<file path="src/rtl/mem_wb_stage_pkg.sv">
// Shared definitions for the MEM/WB stage: FSM encoding, result-source and funct3 size codes.
package mem_wb_stage_pkg;

    localparam logic [1:0] ST_IDLE = 2'b00;
    localparam logic [1:0] ST_REQ  = 2'b01;
    localparam logic [1:0] ST_RESP = 2'b10;

    localparam logic [1:0] RESULT_LOAD = 2'b01;

    localparam logic [2:0] F3_BYTE   = 3'b000;
    localparam logic [2:0] F3_HALF   = 3'b001;
    localparam logic [2:0] F3_WORD   = 3'b010;
    localparam logic [2:0] F3_BYTE_U = 3'b100;
    localparam logic [2:0] F3_HALF_U = 3'b101;

    typedef struct packed {
        logic        regWrite;
        logic [1:0]  resultSrc;
        logic [31:0] aluResult;
        logic [31:0] readData;
        logic [4:0]  rd;
        logic [31:0] pcPlus4;
    } wb_bundle_t;

    // A store wins over a load when both flags are set.
    function automatic logic isLoadOp(input logic memWrite, input logic [1:0] resultSrc);
        return !memWrite && (resultSrc == RESULT_LOAD);
    endfunction

endpackage

</file>
<file path="src/rtl/mem_wb_stage_load_store_align.sv">
// Byte-enable generation, store-lane replication and load sign/zero extension
// for sub-word accesses (used only when SUBWORD_ACCESS_EN is defined).
module load_store_align
    import mem_wb_stage_pkg::*;
(
    input  logic [2:0]  funct3,
    input  logic [1:0]  addrLow,
    input  logic [31:0] storeData,
    input  logic [31:0] loadData,
    output logic [3:0]  byteEn,
    output logic [31:0] storeLanes,
    output logic [31:0] loadExt
);

    logic [7:0]  lane [4];
    logic [7:0]  selByte;
    logic [15:0] selHalf;

    genvar gi;
    generate
        for (gi = 0; gi < 4; gi++) begin : g_lane
            assign lane[gi] = loadData[8*gi +: 8];
        end
    endgenerate

    assign selByte = lane[addrLow];
    assign selHalf = addrLow[1] ? loadData[31:16] : loadData[15:0];

    always_comb begin
        byteEn     = 4'b1111;
        storeLanes = storeData;
        loadExt    = loadData;
        case (funct3)
            F3_BYTE: begin
                byteEn     = 4'b0001 << addrLow;
                storeLanes = {4{storeData[7:0]}};
                loadExt    = {{24{selByte[7]}}, selByte};
            end
            F3_HALF: begin
                byteEn     = 4'b0011 << addrLow;
                storeLanes = {2{storeData[15:0]}};
                loadExt    = {{16{selHalf[15]}}, selHalf};
            end
            F3_BYTE_U: begin
                byteEn  = 4'b0001 << addrLow;
                loadExt = {24'b0, selByte};
            end
            F3_HALF_U: begin
                byteEn  = 4'b0011 << addrLow;
                loadExt = {16'b0, selHalf};
            end
            default: ;
        endcase
    end

endmodule

</file>
<file path="src/rtl/mem_wb_stage.sv">
// MEM/WB pipeline stage with a req/gnt/rvalid data-memory handshake and stall generation.
// Optional sub-word accesses are enabled by defining SUBWORD_ACCESS_EN.
module mem_wb_stage
    import mem_wb_stage_pkg::*;
(
    input  logic        clk,
    input  logic        rst,
    input  logic        RegWriteM,
    input  logic [1:0]  ResultSrcM,
    input  logic        MemWriteM,
    input  logic [2:0]  Funct3M,
    input  logic [31:0] ALUResultM,
    input  logic [31:0] WriteDataM,
    input  logic [4:0]  RdM,
    input  logic [31:0] PCPlus4M,
    output logic        dmem_req,
    output logic        dmem_we,
    output logic [31:0] dmem_addr,
    output logic [31:0] dmem_wdata,
    output logic [3:0]  dmem_be,
    input  logic        dmem_gnt,
    input  logic        dmem_rvalid,
    input  logic [31:0] dmem_rdata,
    output logic        StallM,
    output logic        RegWriteW,
    output logic [1:0]  ResultSrcW,
    output logic [31:0] ALUResultW,
    output logic [31:0] ReadDataW,
    output logic [4:0]  RdW,
    output logic [31:0] PCPlus4W
);

    logic [1:0]  stateReg, stateNext;
    wb_bundle_t  wbReg, wbNext;
    logic        isStore, isLoad, pending;
    logic [3:0]  beSel;
    logic [31:0] wdataSel, loadExt;

    assign isStore = MemWriteM;
    assign isLoad  = isLoadOp(MemWriteM, ResultSrcM);
    assign pending = isStore || isLoad;

`ifdef SUBWORD_ACCESS_EN
    load_store_align u_align (
        .funct3     (Funct3M),
        .addrLow    (ALUResultM[1:0]),
        .storeData  (WriteDataM),
        .loadData   (dmem_rdata),
        .byteEn     (beSel),
        .storeLanes (wdataSel),
        .loadExt    (loadExt)
    );
`else
    logic unusedBits;
    assign unusedBits = ^{Funct3M, ALUResultM[1:0]};
    assign beSel      = 4'b1111;
    assign wdataSel   = WriteDataM;
    assign loadExt    = dmem_rdata;
`endif

    // Request fields come straight from the M inputs, which the pipeline holds while stalled.
    assign dmem_req   = !rst && (((stateReg == ST_IDLE) && pending) || (stateReg == ST_REQ));
    assign dmem_we    = dmem_req && isStore;
    assign dmem_addr  = {ALUResultM[31:2], 2'b00};
    assign dmem_wdata = wdataSel;
    assign dmem_be    = beSel;

    always_comb begin
        stateNext = stateReg;
        StallM    = 1'b0;
        case (stateReg)
            ST_IDLE: begin
                if (pending) begin
                    if (!dmem_gnt) begin
                        stateNext = ST_REQ;
                        StallM    = 1'b1;
                    end else if (!isStore) begin
                        stateNext = ST_RESP;
                        StallM    = 1'b1;
                    end
                end
            end
            ST_REQ: begin
                StallM = 1'b1;
                if (dmem_gnt) begin
                    if (isStore) begin
                        stateNext = ST_IDLE;
                        StallM    = 1'b0;
                    end else begin
                        stateNext = ST_RESP;
                    end
                end
            end
            ST_RESP: begin
                if (dmem_rvalid) stateNext = ST_IDLE;
                else             StallM    = 1'b1;
            end
            default: stateNext = ST_IDLE;
        endcase
    end

    // A stalled cycle hands a bubble to writeback.
    always_comb begin
        wbNext = '0;
        if (!StallM) begin
            wbNext.regWrite  = RegWriteM;
            wbNext.resultSrc = ResultSrcM;
            wbNext.aluResult = ALUResultM;
            wbNext.readData  = isLoad ? loadExt : 32'b0;
            wbNext.rd        = RdM;
            wbNext.pcPlus4   = PCPlus4M;
        end
    end

    always_ff @(posedge clk or posedge rst) begin
        if (rst) begin
            stateReg <= ST_IDLE;
            wbReg    <= '0;
        end else begin
            stateReg <= stateNext;
            wbReg    <= wbNext;
        end
    end

    assign RegWriteW  = wbReg.regWrite;
    assign ResultSrcW = wbReg.resultSrc;
    assign ALUResultW = wbReg.aluResult;
    assign ReadDataW  = wbReg.readData;
    assign RdW        = wbReg.rd;
    assign PCPlus4W   = wbReg.pcPlus4;

endmodule

</file>
<file path="config.mk">
export PLATFORM = sky130hd
export DESIGN_NAME = mem_wb_stage
export DESIGN_NICKNAME = d
export VERILOG_FILES = /design/src/rtl/mem_wb_stage_pkg.sv /design/src/rtl/mem_wb_stage_load_store_align.sv /design/src/rtl/mem_wb_stage.sv
export SDC_FILE = /design/constraint.sdc
export NUM_CORES = 1
export LEC_CHECK = 0
export ABC_AREA = 1
export BUFFER_PORTS_ARGS = -buffer_cell sky130_fd_sc_hd__buf_2
export CORE_AREA = 2 2 125 127
export CTS_CLUSTER_DIAMETER = 50
export DETAILED_ROUTE_END_ITERATION = 8
export DIE_AREA = 0 0 127 129
export PLACE_DENSITY = 0.71
export SETUP_SLACK_MARGIN = 0.3
export SLEW_MARGIN = 40
export SYNTH_ARGS = -nofsm -noshare
export SYNTH_HDL_FRONTEND = slang
export SYNTH_SLANG_ARGS = --single-unit
</file>
<file path="constraint.sdc">
create_clock -name clk -period 5.3 [get_ports clk]
set_clock_uncertainty 0.1 [all_clocks]
set_input_delay 0.795 -clock clk [delete_from_list [all_inputs] [get_ports clk]]
set_output_delay 0.795 -clock clk [all_outputs]
set_load 0.05 [all_outputs]
</file>
* Word-level counts from Yosys, hierarchy flattened *
Index checks and enable logic that the tools add are counted.

cells by class
  eq/ne operators = 7
  reductions and logical operators = 10
  multiplexer cells = 14

operator list
  operator                                       number
  2-to-1 mux 104 bit                             1
  2-to-1 mux 32 bit                              1
  2-to-1 mux 2 bit                               6
  inequality test 2 bit, second input constant   3
  case mux 2 bit (3 select lines)                1
  == test 2 x 1 -> 1 bit, second input constant  2
  logical AND 1 bit                              4
  2-to-1 mux 1 bit                               4
  AND reduction 4 bit                            1
  inequality test 3 bit, second input constant   1
  case mux 1 bit (3 select lines)                1
  == test 2 bit, second input constant           1
  logical NOT 1 bit                              2
  logical NOT 2 bit                              1
  logical OR 1 bit                               2

word-level totals
  register bits after elaboration = 106
  logic and storage cells = 38
  output and inout bits = 175
  bits of input ports = 144

* Longest topological paths before layout *
Gate-level depths: netlist (run 1).

  word-level depth = 7
  depth in mapped cells = 8
  gate-level depth less buffers = 7

* Worst setup path after synthesis (run 1) *
No wires, ideal clock.

  path kind = input-to-output
  from = input port rst
  to = output port dmem_we
  stages = 3
  required time = 4.405 ns
  path slack = 0.436 ns
  data arrival time = 3.969 ns
  buffers on the path = 0
  cells stage by stage = inv_1 > nand2_1 > nor2_1

between the ends
  cells in the longest elaborated chain, start to end = 3

ends and longest elaborated chain
  what                         RTL line            source
  start, declared              mem_wb_stage.sv:7   input logic rst,
  logical NOT 1 bit (no line)  -
  logical AND 1 bit            mem_wb_stage.sv:62  assign dmem_req = !rst && (((stateReg == ST_IDLE) && pending) || (stateReg == ST_REQ));
  logical AND 1 bit            mem_wb_stage.sv:63  assign dmem_we = dmem_req && isStore;
  end, declared                mem_wb_stage.sv:17  output logic dmem_we,

No other way between the ends.

* Final worst setup path (run 1) *
  from = input port ResultSrcM[1]
  to = output port StallM

between the ends
  cells in the longest elaborated chain, start to end = 5

ends and longest elaborated chain
  what                             RTL line                source
  start, declared                  mem_wb_stage.sv:9       input logic [1:0] ResultSrcM,
  == test 2 x 1 -> 1 bit           mem_wb_stage_pkg.sv:27  return !memWrite && (resultSrc == RESULT_LOAD);
  logical AND 1 bit                mem_wb_stage_pkg.sv:27
  logical OR 1 bit                 mem_wb_stage.sv:41      assign pending = isStore || isLoad;
  2-to-1 mux 1 bit                 mem_wb_stage.sv:73      if (pending) begin
  case mux 1 bit (3 select lines)  mem_wb_stage.sv:71      case (stateReg)
  end, declared                    mem_wb_stage.sv:24      output logic StallM,

No other way between the ends.

==> results of run 1 <==
## worst reg2reg max path, cell delays in order (launching register included)
cell and delay [ns]:
dfrtp_1 0.45, nor2_2 0.19, nand3_1 0.19, nand2_8 0.54, buf_6 0.65, nor2_1 0.13
## cell families (layout without fill, tap and decap cells)
logic type / Yosys count / count (layout) / share of synthesized area
flops: 106 / 106 / 0.572
other cells: 2 / 6 / 0.00162
buf+inv: 162 / 343 / 0.207
compound gates: 1 / 1 / 0.00108
simple gates: 161 / 161 / 0.218
## power by group
group | internal [mW] | switching [mW] | total [mW]
combinational | 0.292 | 1.27 | 1.57
sequential | 1.01 | 0.0547 | 1.06
clock | 0.429 | 0.299 | 0.728
## area by class of cell
class / count / share of cell area
multi-input combinational: 168 / 0.180
timing repair buffer: 247 / 0.214
inverter: 80 / 0.0521
tap: 188 / 0.0405
clock buffer: 10 / 0.0411
sequential: 106 / 0.457
clock inverter: 6 / 0.0151
## path summary, 6_finish.rpt
path / startpoint / cells after the start / slack, ns / end
max reg2reg: stateReg[0]$_DFFE_PP0P_ / 5 / 2.92 / ResultSrcW[0]$_DFF_PP0_
max: ResultSrcM[1] / 7 / 2.19 / StallM
max in group asynchronous: rst / 3 / 3.52 / ALUResultW[15]$_DFF_PP0_
min in group clk: stateReg[1]$_DFFE_PP0P_ / 2 / 0.54 / stateReg[1]$_DFFE_PP0P_
min reg2reg: stateReg[1]$_DFFE_PP0P_ / 2 / 0.54 / stateReg[1]$_DFFE_PP0P_
min: rst / 2 / 0.45 / PCPlus4W[15]$_DFF_PP0_
## layer usage
layer,track usage,vias up,share of wire
met5,0,-,0
met4,0.0427,0,0.016
met3,0.0536,12,0.10
met2,0.253,188,0.54
met1,0.134,1419,0.34
li1,-,1506,-
## metrics by stage
stage / area (um^2) / hold WS [ns] / util / power, mW
finish: 5810 / 0.451 / 0.388 / 3.36
global route: 5810 / 0.494 / 0.388 / 3.53
CTS: 5810 / 0.472 / 0.388 / 3.41
detailed placement: 5480 / 0.539 / 0.366 / 2.66
global placement: 5480 / 0.520 / 0.366 / 2.64
floorplan: 4650 / 0.479 / - / 2.48
## cell usage after synthesis (all sizes together)
| library cell | count | area share |
|---|---|---|
| and2 | 1 | 0.0019 |
| buf | 79 | 0.14 |
| clkbuf | 3 | 0.0024 |
| conb | 2 | 0.0016 |
| dfrtp | 106 | 0.57 |
| inv | 80 | 0.065 |
| nand2 | 45 | 0.038 |
| nand3 | 7 | 0.0076 |
| nand3b | 1 | 0.0024 |
| nor2 | 106 | 0.17 |
| nor3 | 1 | 0.0011 |
| o21ai | 1 | 0.0011 |
## flip-flops by register name, indices dropped and copies added, names as in the netlist
register	count
RdW	5
RegWriteW	1
PCPlus4W	32
ResultSrcW	2
ALUResultW	32
stateReg	2
ReadDataW	32
==> results.cfg, run 1 <==
[power]
leakage_nw = 3.38
power_density_nw_per_um2 = 578
irDropWorstVdd_mv = 0.240

[timing]
fin_ws_ns = 2.19
finalHoldViolations = 0
min_period_ns = 3.11
fmax_ghz = 0.321
setup_violations = 0
max_slew_margin = 0.542
worst_pin_slew_ns = 0.686
period_share = 0.587
grt_setup_unrepaired = no
timing.setup.tns_ns = 0
final-max-slew-violation-count = 0

[placement]
place.gp.congestion = 0.945
dp_hpwl_um = 8690
dp.cells = 789
io_buffers = 245
pre_cts_slack_ns = 2.18

[worst_setup_path]
cp_max_fo = 74
crit_path_start_kind = input port
cp_num_buf_inv = 3
cp_top_family = simple AND/OR/NAND/NOR gates
cp-end-kind = output port
cpPeakStageDelay_ns = 0.54
critPathKind = input port to output port
path_cells = buf_2 > inv_1 > nand2_1 > nand2_1 > nand3_1 > nand2_8 > buf_2
cp.required_ns = 4.41
crit_slowest_cell = nand2_8
crit_arrival_ns = 2.22

[clocking]
clk-insertion-delay-late_ns = 0.34
cts_setup_buffers = 0
clkTransAtPathRegs_ns = 0.07
clock_sinks = 106
cts_tree = built
ctsRootBufferMaster = clkbuf_16
cts_buffers = 9
clock_path_buffers = 2
cts_resized = 0
cts_hold_buf = 0
htreeDepth = 3

[synthesis]
synth_cell_types = 19
ys_seq_area_frac = 0.572
ys_ff_latch = 106
netlist_area_um2 = 4640
postSynthAreaPerCell_um2 = 10.7
yosysWarnings = 0
netlist_instances = 432

[floorplan]
die_w_um = 127
die_h_um = 129
start_util = 0.310
core_um2 = 15000
io_pins = 319
die_area_um2 = 16400
fp-row-count = 45

[layout]
fin_nets = 756
multi_input_area_um2 = 1050
fin_cells = 805
layout_commonest_cell = buf_2
n_antenna_cell = 0
fillers = 1463
layout_common_cells = 245 x buf_2, 106 x dfrtp_1, 77 x inv_1
drive_gt1_frac = 0.519
syn_to_final_growth_pct = 25.3
seq_area_um2 = 2650

[outcome]
status = complete, no violations

[global_routing]
overflow = 0
grt_pass1_vias = 2998
grt_antenna_before_repair = 0
grt_pass1_wl_um = 16300
grt_max_degree = 75
gr-usage-all-layers = 0.133

[drt]
remaining_drc_errors = 0
dr_total_vias = 3125
antenna_left = 0
drt-total-wl_um = 11200
drt_iter0_drc = 95
drtPass1Iterations = 4
wl_per_cell_um = 13.9
vias_per_cell = 3.88

[worst_hold_path]
hold_class = input port to async pin

[run]
drv_cap = 0
(Power assumes the default switching activity.)
==> run 2: changes to the inputs <==
--- a/config.mk
+++ b/config.mk
@@ -5,13 +5,13 @@
 export SDC_FILE = /design/constraint.sdc
 export NUM_CORES = 1
 export LEC_CHECK = 0
-export ABC_AREA = 1
+export ABC_AREA = 0
 export BUFFER_PORTS_ARGS = -buffer_cell sky130_fd_sc_hd__buf_2
-export CORE_AREA = 2 2 125 127
+export CORE_AREA = 2 2 124 126
 export CTS_CLUSTER_DIAMETER = 50
 export DETAILED_ROUTE_END_ITERATION = 8
-export DIE_AREA = 0 0 127 129
-export PLACE_DENSITY = 0.71
+export DIE_AREA = 0 0 126 128
+export PLACE_DENSITY = 0.7
 export SETUP_SLACK_MARGIN = 0.3
 export SLEW_MARGIN = 40
 export SYNTH_ARGS = -nofsm -noshare
==> constraint.sdc (replaced) <==
create_clock -name clk -period 2.7 [get_ports clk]
set_clock_uncertainty 0.1 [all_clocks]
set_input_delay 0.405 -clock clk [delete_from_list [all_inputs] [get_ports clk]]
set_output_delay 0.405 -clock clk [all_outputs]
set_load 0.05 [all_outputs]
==> results.cfg, run 2 <==
[layout]
n_antenna_cell = 0
seq_area_um2 = 2650
multi_input_area_um2 = 906
layout_common_cells = 245 x buf_2, 106 x dfrtp_1, 61 x a21boi_0
syn_to_final_growth_pct = 29.5
fin_nets = 638
postLayoutCoreUtil = 0.361
fillers = 1482
drive_gt1_frac = 0.539
final_cell_area_um2 = 5370
layout_commonest_cell = buf_2

[clocking]
clkTransAtPathRegs_ns = 0.07
clock_sinks = 106
cts_setup_buffers = 0
htreeDepth = 3
cts_buffers = 9
ctsRootBufferMaster = clkbuf_16
cts_resized = 0
clock_path_buffers = 2
cts_hold_buf = 1
clk-insertion-delay-late_ns = 0.34
cts_tree = built

[worst_setup_path]
cp_num_buf_inv = 1
crit_slowest_cell = dfrtp_1
crit_path_start_kind = register
cpPeakStageDelay_ns = 0.45
cp_max_fo = 6
critPathKind = register to output port
cp.required_ns = 2.19
cp_top_family = flip-flops
crit_arrival_ns = 1.62
path_cells = o21a_1 > a31oi_4 > and2_1 > buf_2
cp-end-kind = output port

[timing]
fmax_ghz = 0.470
period_share = 0.789
worst_pin_slew_ns = 0.671
setup_violations = 0
final-max-slew-violation-count = 0
grt_setup_unrepaired = no
max_slew_margin = 0.553
finalHoldViolations = 0
min_period_ns = 2.13
timing.setup.tns_ns = 0

[floorplan]
fp-row-count = 45
die_h_um = 128
start_util = 0.279
core_um2 = 14900
io_pins = 319
die_w_um = 126
die_area_um2 = 16100

[synthesis]
synth_most_common_cell = dfrtp_1
async_flop_share = 1.00
synth_top_cell_by_area = dfrtp_1
netlist_area_um2 = 4150
synth_edf_count = 0
postSynthAreaPerCell_um2 = 13.2
ys.flop_type = dfrtp_1
ys_ff_latch = 106
yosysWarnings = 0
synthTopCellsByCount = 106 x dfrtp_1, 75 x buf_4, 61 x a21boi_0
synth_top_area_share = 0.640
ys_top_cells_by_area = dfrtp_1 64%, buf_4 14%, a21boi_0 11%
ys_seq_area_frac = 0.640
synth_cell_types = 19
netlist_instances = 315

[power]
irDropWorstVdd_mv = 0.273
leakage_nw = 2.99
power_density_nw_per_um2 = 758

[outcome]
status = complete, no violations

[global_routing]
grt_antenna_before_repair = 0
grt_max_degree = 105
overflow = 0
grt_pass1_wl_um = 15800
grt_pass1_vias = 3037
gr-usage-all-layers = 0.129

[placement]
dpl_cell_area_um2 = 5070
place.gp.congestion = 0.818
io_buffers = 245
dp_hpwl_um = 7800

[drt]
antenna_left = 0
drt-total-wl_um = 10700
drt_iter0_drc = 83
wl_per_cell_um = 15.5
dr_total_vias = 2893
remaining_drc_errors = 0
vias_per_cell = 4.21
drtPass1Iterations = 4

[run]
drv_cap = 0

[worst_hold_path]
hold_class = input port to register
[run 2: cell count changes after synthesis, moves of 3 or more]
cell	previous run	this run
inv_1	79	1
a21boi_0	0	61
nor2_1	55	2
nor2_4	50	0
nand2_1	44	0
and2_1	0	33
a21boi_1	0	11
buf_4	68	75
nand3_1	7	0
buf_12	5	0
clkbuf_2	0	3
nand2b_1	0	3
nor3b_1	0	3
[run 2: final timing paths]
check	startpoint	endpoint	slack, ns	depth (start not counted)
setup / recovery	stateReg[0]$_DFFE_PP0P_	StallM	0.57	4
hold / removal	dmem_rdata[14]	ReadDataW[14]$_DFF_PP0_	0.16	2
setup reg to reg	stateReg[0]$_DFFE_PP0P_	PCPlus4W[23]$_DFF_PP0_	0.78	4
hold reg to reg	stateReg[1]$_DFFE_PP0P_	stateReg[0]$_DFFE_PP0P_	0.47	1
max in group asynchronous	rst	ALUResultW[12]$_DFF_PP0_	1.32	4
min in group asynchronous	rst	stateReg[0]$_DFFE_PP0P_	0.44	3
[run 2: kinds of logic (layout without fill, tap and decap cells)]
logic type / Yosys count / in the layout / synth area share
compound gates: 76 / 76 / 0.140
buf+inv: 87 / 267 / 0.150
flops: 106 / 106 / 0.640
other cells: 2 / 6 / 0.00181
simple gates: 44 / 44 / 0.0685
[run 2: per-stage QoR]
step	std cells	power [mW]	setup WS, ns	hold slack [ns]
global route	687	4.26	0.506	0.152
CTS	687	4.14	0.552	0.144
floorplan	319	2.71	0.363	0.376
global placement	670	2.83	0.720	0.215
finish	687	4.07	0.570	0.165
detailed placement	670	2.84	0.644	0.221
[run 2: cell type report]
cell class,instances,area share
clock inverters,3,0.00396
clock buffers,13,0.0503
flip-flops and latches,106,0.494
well taps,188,0.0438
repair buffers,250,0.238
multi-input cells,126,0.169
inverters,1,0.00140
[run 2: per-layer routing]
layer / track usage / share of wire / up-vias / wire length (um)
met3: 0.0551 / 0.11 / 16 / 1190
met4: 0.0485 / 0.016 / 0 / 174
met2: 0.237 / 0.53 / 189 / 5630
met5: 0 / 0 / - / 0
met1: 0.130 / 0.35 / 1378 / 3690
li1: - / - / 1310 / -
[run 2: power by group]
group,internal (mW),leakage (nW),total [mW],switching (mW)
Sequential,1.71,1.40,1.75,0.0364
Combinational,0.228,1.45,1.05,0.824
Clock,0.704,0.142,1.27,0.564
Total,2.65,2.99,4.07,1.42
